==> src/rtl/pingpong_operand_ram.sv <==
// rtl/pingpong_operand_ram.sv - two-bank ping-pong operand buffer with done/release handoff
module pingpong_operand_ram #(
    parameter int Output_width  = 16,
    parameter int Address_width = 4,
    parameter int Length        = 16
) (
    input  logic                     clk,
    input  logic                     rst,
    input  logic                     wr_en,
    input  logic [Address_width-1:0] wr_addr,
    input  logic [Output_width-1:0]  wr_data,
    input  logic                     wr_done,
    output logic                     wr_ready,
    input  logic                     rd_en,
    input  logic [Address_width-1:0] rd_addr,
    output logic [Output_width-1:0]  rd_data,
    output logic                     rd_valid,
    input  logic                     rd_release,
    output logic                     rd_ready,
    output logic [1:0]               level,
    input  logic                     err_clr,
    output logic                     err_wr,
    output logic                     err_rd
);
    // One extra bit so Length == 2**Address_width is representable.
    localparam logic [Address_width:0] LEN = (Address_width + 1)'(Length);

    logic [Output_width-1:0] mem [2][Length];
    logic [1:0]              full;
    logic                    wptr;
    logic                    rptr;
    logic                    wr_in_range;
    logic                    rd_in_range;
    logic                    wr_ok;
    logic                    wr_viol;
    logic                    rd_viol;
    logic                    bank_in;
    logic                    bank_out;

    assign wr_ready    = ~full[wptr];
    assign rd_ready    = full[rptr];
    assign level       = {1'b0, full[0]} + {1'b0, full[1]};

    assign wr_in_range = {1'b0, wr_addr} < LEN;
    assign rd_in_range = {1'b0, rd_addr} < LEN;
    assign wr_ok       = wr_en & wr_ready & wr_in_range;
    assign bank_in     = wr_done & wr_ready;
    assign bank_out    = rd_release & rd_ready;
    assign wr_viol     = (wr_en & ~(wr_ready & wr_in_range)) | (wr_done & ~wr_ready);
    assign rd_viol     = (rd_en & ~(rd_ready & rd_in_range)) | (rd_release & ~rd_ready);

    // The write bank is never full, so a same-cycle wr_en lands before the pointer moves.
    always_ff @(posedge clk) begin
        if (wr_ok) begin
            mem[wptr][wr_addr] <= wr_data;
        end
    end

    // wptr and rptr always address different banks whenever both handoffs are legal.
    always_ff @(posedge clk or posedge rst) begin
        if (rst) begin
            full <= 2'b00;
            wptr <= 1'b0;
            rptr <= 1'b0;
        end else begin
            if (bank_in) begin
                full[wptr] <= 1'b1;
                wptr       <= ~wptr;
            end
            if (bank_out) begin
                full[rptr] <= 1'b0;
                rptr       <= ~rptr;
            end
        end
    end

    always_ff @(posedge clk or posedge rst) begin
        if (rst) begin
            rd_data  <= '0;
            rd_valid <= 1'b0;
            err_wr   <= 1'b0;
            err_rd   <= 1'b0;
        end else begin
            if (rd_en && rd_ready) begin
                rd_valid <= 1'b1;
                rd_data  <= rd_in_range ? mem[rptr][rd_addr] : '0;
            end else begin
                rd_valid <= 1'b0;
            end
            // A violation in the clearing cycle keeps the flag set.
            err_wr <= (err_wr & ~err_clr) | wr_viol;
            err_rd <= (err_rd & ~err_clr) | rd_viol;
        end
    end
endmodule

==> config.mk <==
export PLATFORM = sky130hd
export DESIGN_NAME = pingpong_operand_ram
export DESIGN_NICKNAME = d
export VERILOG_FILES = /design/src/rtl/pingpong_operand_ram.sv
export SDC_FILE = /design/constraint.sdc
export NUM_CORES = 1
export LEC_CHECK = 0
export CORE_UTILIZATION = 55
export DETAILED_ROUTE_END_ITERATION = 16
export DONT_BUFFER_PORTS = 1
export MAX_ROUTING_LAYER = met4
export PLACE_DENSITY = 0.78
export SETUP_SLACK_MARGIN = 0.4
export SLEW_MARGIN = 10
export SYNTH_ARGS = -nofsm -noshare
export SYNTH_HDL_FRONTEND = slang
export SYNTH_SLANG_ARGS = --single-unit
==> constraint.sdc <==
create_clock -name clk -period 4.4 [get_ports clk]
set_clock_uncertainty 0.05 [all_clocks]
set_input_delay 0.22 -clock clk [delete_from_list [all_inputs] [get_ports clk]]
set_output_delay 0.22 -clock clk [all_outputs]
set_load 0.02 [all_outputs]
Yosys cells after proc, flatten, opt, wreduce, memory -nomap -nowiden
Memory sizes are Yosys's and may differ from the RTL's.
Cells that the tools add are included.

operators by class
  $add $sub $neg = 1
  shifts and indexed selects = 0
  magnitude comparators = 7
  multipliers = 0
  multiplexer cells = 18
  divide/modulo/power cells = 0
  reduce and logical (&&, ||, !) cells = 4
  bitwise logic cells = 23
  eq/ne operators = 0

operators with widths
  kind                count
  $mux 256            1
  $bmux 16 s4         1
  $demux 16 s4        1
  $mux 16             3
  $ge 5x5->1 const B  2
  $not 4->5           2
  $and 1x1->1         9
  $mux 1              8
  $lt 5x1->1 const B  1
  $not 1->1           5
  $logic_and 1x1->1   4
  $lt 1x2->1 const B  2
  $mux 2              2
  $or 1x1->1          4
  $add 1x1->2         1
  $and 2x2->2         1
  $demux 1 s1         2
  $ge 1x1->1 const B  2
  $not 2->2           1
  $or 2x2->2          1

word-level totals
  memories = 1
  output and inout bits = 23
  RAM bits = 512
  input bits = 31
  word-level logic and storage cells = 61
  register bits after elaboration = 23
  latch bits = 0
  ROM bits = 0

memory list
  name  depth  width  rd ports  clocked after Yosys merged registers in  wr ports  line  RTL
  mem   2      256    1         0                                        1         28    logic [Output_width-1:0] mem [2][Length];

Logic depth before layout (Yosys ltp)
Gate-level depths: netlist of the first run.

  depth in word-level cells = 8
  mapped depth = 8
  mapped depth without buffers = 5

Worst setup path after synthesis of the first run
OpenSTA, ideal clock, no wires.

  path type = flip-flop to flip-flop
  start point = register full[1]
  end point = memory mem[1][48] (netlist name), enable pin
  path slack = 1668 ps
  period minus slack after synthesis = 2732 ps
  required time = 3962 ps
  data arrival time = 2294 ps
  buffers on the path = 1
  stages on the path, launching flop included = 6
  library setup time = 388 ps
  cells stage by stage = dfrtp_1 mux2i_1 nand2_1 or3_1 clkbuf_1 nor2_1

on the way
  cells in the longest elaborated chain, start to end = 6

ends and longest elaborated chain
  element                                    line  RTL
  start: declaration                         29    logic [1:0] full;
  start signal: assignment                   62    full <= 2'b00;
  start signal: indexed assignment           67    full[wptr] <= 1'b1;
  start signal: indexed assignment           71    full[rptr] <= 1'b0;
  $mux 1 (not written as such) (2 in a row)  40    assign wr_ready = ~full[wptr];
  $not 1->1                                  40
  named net wr_ready                         13    output logic wr_ready,
  $and 1x1->1                                46    assign wr_ok = wr_en & wr_ready & wr_in_range;
  $mux 1                                     54    if (wr_ok) begin
  $mux 256 (not written as such)             55    mem[wptr][wr_addr] <= wr_data;
  end: declaration                           28

The timed path passes the listed nets, and every way through them passes these cells. The select of a mux whose other input is x is not followed.

Final worst setup path of the first run
  start point = register rptr
  end point = register rd_data[11]

on the way
  cells in the longest elaborated chain, start to end = 4
  elaborated cells between the ends (all ways) = 7
  classes of those cells = mux: 5; reduce/logical: 1; memory: 1

ends and longest elaborated chain
  element                                     line  RTL
  start: declaration                          31    logic rptr;
  start signal: assignment                    72    rptr <= ~rptr;
  $mem_v2 2x256                               --
  $bmux 16 s4                                 86    rd_data <= rd_in_range ? mem[rptr][rd_addr] : '0;
  $mux 16 (not written as such) (2 in a row)  86
  end signal: assignment                      86
  end: declaration                            16    output logic [Output_width-1:0] rd_data,

Parallel ways exist; a longest one is shown, timed or not. The select of a mux whose other input is x is not followed.
A chain may end at the register's enable or synchronous reset.

==> impl_metrics.csv, run 1 <==
group,metric,value,unit
global_route,first_global_vias,10900,
sta,rsz0062_at_grt,"no",
global_route,grt_max_degree,53,
synth,netlist.area_leader.share,73.4,%
routing,drt_iter0_drc,1164,
worst_hold_path,min_to,"mem[0][103]",
placement,dpl.hpwl,27500,um
setup_path,rr_worst_depth,6,
global_route,grt_pass1_wl,70400,um
cts,clock_latency,0.56,ns
routing,firstDrtPassIters,5,
setup_path,required,4.81,ns
placement,port_buffers,0,
setup_path,path_buf_inv,1,
synth,ys_warn_count,0,
layout,finish.utilization,63.0,%
worst_hold_path,whs_path_depth,3,
cts,cts_buffers,49,
synth,synth.top_cells.by_area,"edfxtp_1, mux2i_1, dfrtp_1",
routing,vias,11200,
setup_path,worstPathArrival,3.45,ns
outcome,status,"completed",
setup_path,timing.rr.end,"rd_data[11]",
power_and_ir_drop,irDropWorstVdd,0.589,mV
die,die-width,197,um
layout,area_growth,12.9,%
die,io_pins,54,
global_route,overflow,0,
synth,netlist_area,0.0210,mm2
synth,yosysTopAreaCell,"edfxtp_1",
setup_path,worst_setup_path_end_kind,"flop",
die,start_util,55.8,%
sta,tightest_slew,1.13,ns
sta,hold_viol,0,
layout,drive_gt1_share,12.4,%
synth,synth_seq_area_share,76.1,%
setup_path,crit_path_max_incr_delay,0.91,ns
synth,synth.avg_cell_area,18.3,um2
layout,insertedDiodeCount,0,
cts,cts_resized,0,
die,dieArea,0.0389,mm2
routing,viasPerCell,6.33,
routing,drc,0,
power_and_ir_drop,powerDensity,538,mW/mm2
power_and_ir_drop,totalPowerFinal,0.0127,W
global_route,grt_usage,25.9,%
layout,design_area,0.0237,mm2
routing,antenna_left,0,
routing,wl,48000,um
sta,setup-tns-final,0,ns
synth,syn_inst,1145,
layout,final_common_cell,"edfxtp_1",
setup_path,cp-start-kind,"flop",
cts,clockBufferDepth,3,
cts,htreeDepth,2,
sta,drv_slew,0,
setup_path,cp_cell_sequence,"buf_12, mux2i_1, a22o_1, a221oi_1, o22ai_1, o41ai_2",
setup_path,cp_slowest_cell,"dfrtp_4",
die,die_h,197,um
cts,root_buffer,"clkbuf_16",
synth,synth_fp_nets,1177,
placement,routabilityCongestion,0.822,
layout,final_net_count,1246,
sta,max_freq,329,MHz
layout,final_cell_mix,"edfxtp_1, mux2i_1, a22oi_1, clkbuf_16, buf_4",
synth,yosys.cell_types.count,35,
sta,slew_headroom,24.2,%
worst_hold_path,holdCritStartpoint,"wr_addr[3]",
global_route,antenna_found_initial,0,
placement,placed_cell_area,0.0215,mm2
synth,ys_seq_elements,535,
cts,postCtsSetupBuffers,0,
sta,finalCritPeriodShare,69.0,%
setup_path,path_delay_family,"compound AO/OA/AOI/OAI gates",
worst_hold_path,hold_path_class,"in2reg",
setup_path,r2r_slack,1.36,ns
die,rows,71,
cts,cts.sinks,535,
setup_path,r2r-start,"rptr",
die,coreArea,0.0376,mm2
setup_path,cp_max_fo,52,
run,max_cap_viol_count,0,
cts,cts_tree,"yes",
setup_path,critPathKind,"reg2reg",
sta,post-route-min-period,3.04,ns
power_and_ir_drop,p_leak,8.40,nW
sta,setup_violations,0,
routing,routedWlPerCell,27.2,um
cts,clk_pin_slew,0.06,ns
==> per-stage QoR <==
step	std cells	worst slack, ns	hold WS [ns]
2_1_floorplan	1145	1.67	0.172
4_1_cts	1765	1.39	0.130
3_5_place_dp	1635	1.40	0.270
6_report	1765	1.36	0.155
5_1_grt	1765	1.28	0.176
3_3_place_gp	1635	1.48	0.270
==> cells in the mapped netlist, drive strengths merged <==
| cell | count |
|---|---|
| edfxtp | 512 |
| mux2i | 257 |
| a22oi | 64 |
| buf | 47 |
| nor2 | 38 |
| a21oi | 34 |
| a221oi | 32 |
| a22o | 32 |
| dfrtp | 23 |
| nand2 | 22 |
| clkbuf | 21 |
| o22ai | 18 |
| o41ai | 16 |
| inv | 6 |
| nand3b | 3 |
| a31oi | 2 |
| nand2b | 2 |
| nor2b | 2 |
| o21ai | 2 |
| o31ai | 2 |
| or3 | 2 |
| and2 | 1 |
| ha | 1 |
| mux2 | 1 |
| nand3 | 1 |
| nand4 | 1 |
| nand4b | 1 |
| or2 | 1 |
| or3b | 1 |
==> flip-flops by register name (all words and copies together), names as in the netlist <==
signal and flops:
rd_data 16, full 2, rd_valid 1, err_rd 1, rptr 1, err_wr 1, mem 512, wptr 1
==> power by group <==
part / switching, W / internal, W
clock network: 0.00177 / 0.00237
logic: 0.00135 / 0.00108
registers: 0.000405 / 0.00577
==> cells by family (layout without fill, tap and decap cells) <==
family                     after synthesis  after routing  share of synthesized area, %
buffers and inverters                   74            183                          2.27
AOI/OAI and AO/OA                      202            202                          7.67
muxes                                  258            258                          12.3
DFF                                    535            535                          76.1
and+or+nand+nor                         75             75                          1.56
adders and majority gates                1              1                        0.0597
==> what timing repair did <==
item / 4_1_cts / 5_1_grt
hold endpoints to repair: 541 / 0
endpoints found under the setup margin: 0 / 0
hold buffers: 39 / 0
==> final cells by class <==
cell class              count  area [um2]
clock inverters            29         239
multi-input cells         536        4560
well taps                 511         639
fillers                  2465       13900
clock buffers              62        1330
flip-flops and latches    535       16000
inverters                   6        22.5
repair buffers             86         928
==> per-layer routing <==
metal  global-route usage (%)  wire length [um]  up-vias
met2                     39.7             22900      658
met4                     11.0              1950        0
met1                     34.0             18200     5625
met5                        -                 0        -
met3                     5.14              4980      106
li1                         -                 -     4790
==> worst reg2reg max path, cell delays in order (launching register included) <==
cell	delay, ns
dfrtp_4	0.91
buf_12	0.46
mux2i_1	0.17
a22o_1	0.23
a221oi_1	0.57
o22ai_1	0.21
o41ai_2	0.33
==> worst max-delay path by stage <==
stage	to	slack, ns	startpoint	depth (start not counted)
after floorplan	mem[1][48]	1.67	full[1]	5
after global placement	rd_data[11]	1.48	rptr	6
after detailed placement	rd_data[7]	1.40	rptr	6
after CTS	rd_data[7]	1.39	rptr	6
after global routing	rd_data[7]	1.28	rptr	6
final	rd_data[11]	1.36	rptr	6
(Power assumes the default switching activity.)
==> run 2, diff against run 1 <==
--- a/config.mk
+++ b/config.mk
@@ -9,7 +9,7 @@
 export DETAILED_ROUTE_END_ITERATION = 16
 export DONT_BUFFER_PORTS = 1
 export MAX_ROUTING_LAYER = met4
-export PLACE_DENSITY = 0.78
+export PLACE_DENSITY = 0.81
 export SETUP_SLACK_MARGIN = 0.4
 export SLEW_MARGIN = 10
 export SYNTH_ARGS = -nofsm -noshare
==> constraint.sdc (replaced) <==
create_clock -name clk -period 2.5 [get_ports clk]
set_clock_uncertainty 0.05 [all_clocks]
set_input_delay 0.125 -clock clk [delete_from_list [all_inputs] [get_ports clk]]
set_output_delay 0.125 -clock clk [all_outputs]
set_load 0.02 [all_outputs]
==> run 2 against run 1 <==
  * Power grew 90%
  * Utilization increased by 4.1 points
  * Fmax up 39%
  * Non-clock buffer count is 63 higher
  * Sequential power up 73%
  * Wire length up 6.1%
  * Die area unchanged
  * Critical path depth increased by 1
  * Clock power grew 81%
  * Worst hold slack got worse by 0.12 ns
  * Combinational power up 150%
  * Critical path type unchanged
  * Highest routed layer unchanged
==> impl_metrics.csv, run 2 (synthesis gave the netlist of run 1 again) <==
group,metric,value,unit
cts,cts_buffers,50,
layout,final_cell_mix,"edfxtp_1, mux2i_1, a22oi_1, clkbuf_16, buf_4",
layout,final_net_count,1310,
setup_path,required,2.93,ns
outcome,status,"completed",
layout,largest_reg_flops,512,
sta,post-route-min-period,2.19,ns
setup_path,path_delay_family,"compound AO/OA/AOI/OAI gates",
sta,rsz0062_at_grt,"yes",
die,start_util,55.8,%
power_and_ir_drop,share_seq_of_total_power,44.3,%
global_route,grt_max_degree,43,
setup_path,worst_setup_path_end_kind,"flop",
placement,dpl.hpwl,27100,um
cts,clk_pin_slew,0.07,ns
worst_hold_path,hold_path_class,"in2async",
global_route,antenna_found_initial,6,
sta,finalCritPeriodShare,87.7,%
cts,cts_tree,"yes",
placement,port_buffers,0,
power_and_ir_drop,switching_power,0.00669,W
die,die-width,197,um
cts,clockBufferDepth,3,
setup_path,cp-start-kind,"flop",
power_and_ir_drop,powerDensity,958,mW/mm2
power_and_ir_drop,pwr-share-comb,24.9,%
power_and_ir_drop,p_clk_share,30.9,%
layout,final_common_cell,"edfxtp_1",
layout,area_growth,20.3,%
setup_path,critPathKind,"reg2reg",
global_route,grt_usage,26.4,%
sta,hold_ws,0.0391,ns
routing,top_layer_used,"met4",
setup_path,rr_worst_depth,7,
setup_path,r2r-start,"rptr",
routing,wl,51000,um
setup_path,timing.rr.end,"rd_data[9]",
setup_path,path_buf_inv,3,
layout,largest-register,"mem",
global_route,overflow,0,
power_and_ir_drop,p_leak,8.98,nW
die,coreArea,0.0376,mm2
die,rows,71,
power_and_ir_drop,swShare,27.7,%
routing,antenna_left,0,
routing,firstDrtPassIters,5,
cts,root_buffer,"clkbuf_16",
placement,placed_cell_area,0.0221,mm2
sta,hold_viol,0,
sta,tightest_slew,1.20,ns
routing,drc,0,
layout,multiInputGateArea,0.00498,mm2
sta,setup_violations,0,
power_and_ir_drop,p_int,0.0174,W
setup_path,cp_slowest_cell,"dfrtp_4",
global_route,grt_pass1_wl,72800,um
sta,drv_slew,0,
die,io_pins,54,
setup_path,cp_cell_sequence,"buf_12, buf_8, buf_16, mux2i_1, a221oi_4, o22ai_2, o41ai_2",
sta,setup-tns-final,0,ns
cts,cts.sinks,535,
routing,drt_iter0_drc,1364,
cts,htreeDepth,2,
power_and_ir_drop,irDropWorstVdd,0.802,mV
routing,wl_met3,5000,um
die,die_h,197,um
setup_path,crit_path_max_incr_delay,0.56,ns
die,dieArea,0.0389,mm2
cts,clock_latency,0.58,ns
setup_path,cp_max_fo,8,
routing,routedWlPerCell,27.8,um
layout,reg_top3,"mem x512, rd_data x16, full x2",
routing,routed-wl-met2,25000,um
global_route,first_global_vias,11700,
routing,vias,11700,
sta,slew_headroom,19.8,%
layout,design_area,0.0252,mm2
sta,max_freq,456,MHz
routing,viasPerCell,6.35,
setup_path,r2r_slack,0.31,ns
placement,routabilityCongestion,0.802,
routing,wl_met1,19200,um
layout,regArea,0.0160,mm2
layout,fillers,2246,
setup_path,worstPathArrival,2.62,ns
layout,drive_gt1_share,21.0,%
run,max_cap_viol_count,0,
power_and_ir_drop,totalPowerFinal,0.0241,W
==> run 2: final cells by class <==
class / instances / area share, %
Tap cell: 511 / 2.54
Clock buffer: 80 / 5.90
Timing Repair Buffer: 149 / 7.89
Multi-Input combinational cell: 536 / 19.8
Sequential cell: 535 / 63.3
Antenna cell: 5 / 0.0496
Inverter: 6 / 0.0893
Clock inverter: 13 / 0.476
==> run 2: power by group through the flow <==
stage | clock, W | sequential [W] | combinational [W]
after global placement | 0 | 0.0108 | 0.00432
after detailed placement | 0 | 0.0109 | 0.00441
final | 0.00746 | 0.0107 | 0.00600
after floorplan | 0 | 0.0107 | 0.00370
after CTS | 0.00745 | 0.0107 | 0.00553
after global routing | 0.00782 | 0.0107 | 0.00626
==> run 2: worst max-delay path by stage <==
| stage | depth (start not counted) | end | from |
|---|---|---|---|
| after detailed placement | 7 | rd_data[4] | rptr |
| final | 7 | rd_data[9] | rptr |
| after global routing | 8 | rd_data[6] | rptr |
| after global placement | 7 | rd_data[5] | rptr |
| after CTS | 6 | rd_data[14] | rptr |
| after floorplan | 3 | mem[1][32] | wptr |
==> run 2: timing repair <==
item / CTS / global route
endpoints found under the setup margin: 252 / 306
buffers inserted: 19 / 8
endpoints found under the hold margin: 562 / 2
hold buffers: 31 / 2
cloned: 7 / 6
pin swaps: 32 / 22
resized for setup: 68 / 61
==> run 2: per-stage QoR <==
stage / cells / util, % / setup WS [ns]
final: 1835 / 67.1 / 0.309
after floorplan: 1145 / - / 0.229
after global routing: 1835 / 67.1 / 0.261
after detailed placement: 1664 / 58.8 / 0.131
after global placement: 1664 / 58.8 / 0.211
after CTS: 1814 / 65.9 / 0.300
==> run 2: routing by layer <==
metal,track usage (%),up-vias
met1,34.4,5917
li1,-,4929
met3,4.71,117
met2,42.1,688
met4,9.47,0
met5,-,-
==> run 2: worst reg2reg max path, cell delays in order (launching register included) <==
cell	delay [ns]
dfrtp_4	0.56
buf_12	0.19
buf_8	0.14
buf_16	0.15
mux2i_1	0.17
a221oi_4	0.37
o22ai_2	0.14
o41ai_2	0.35
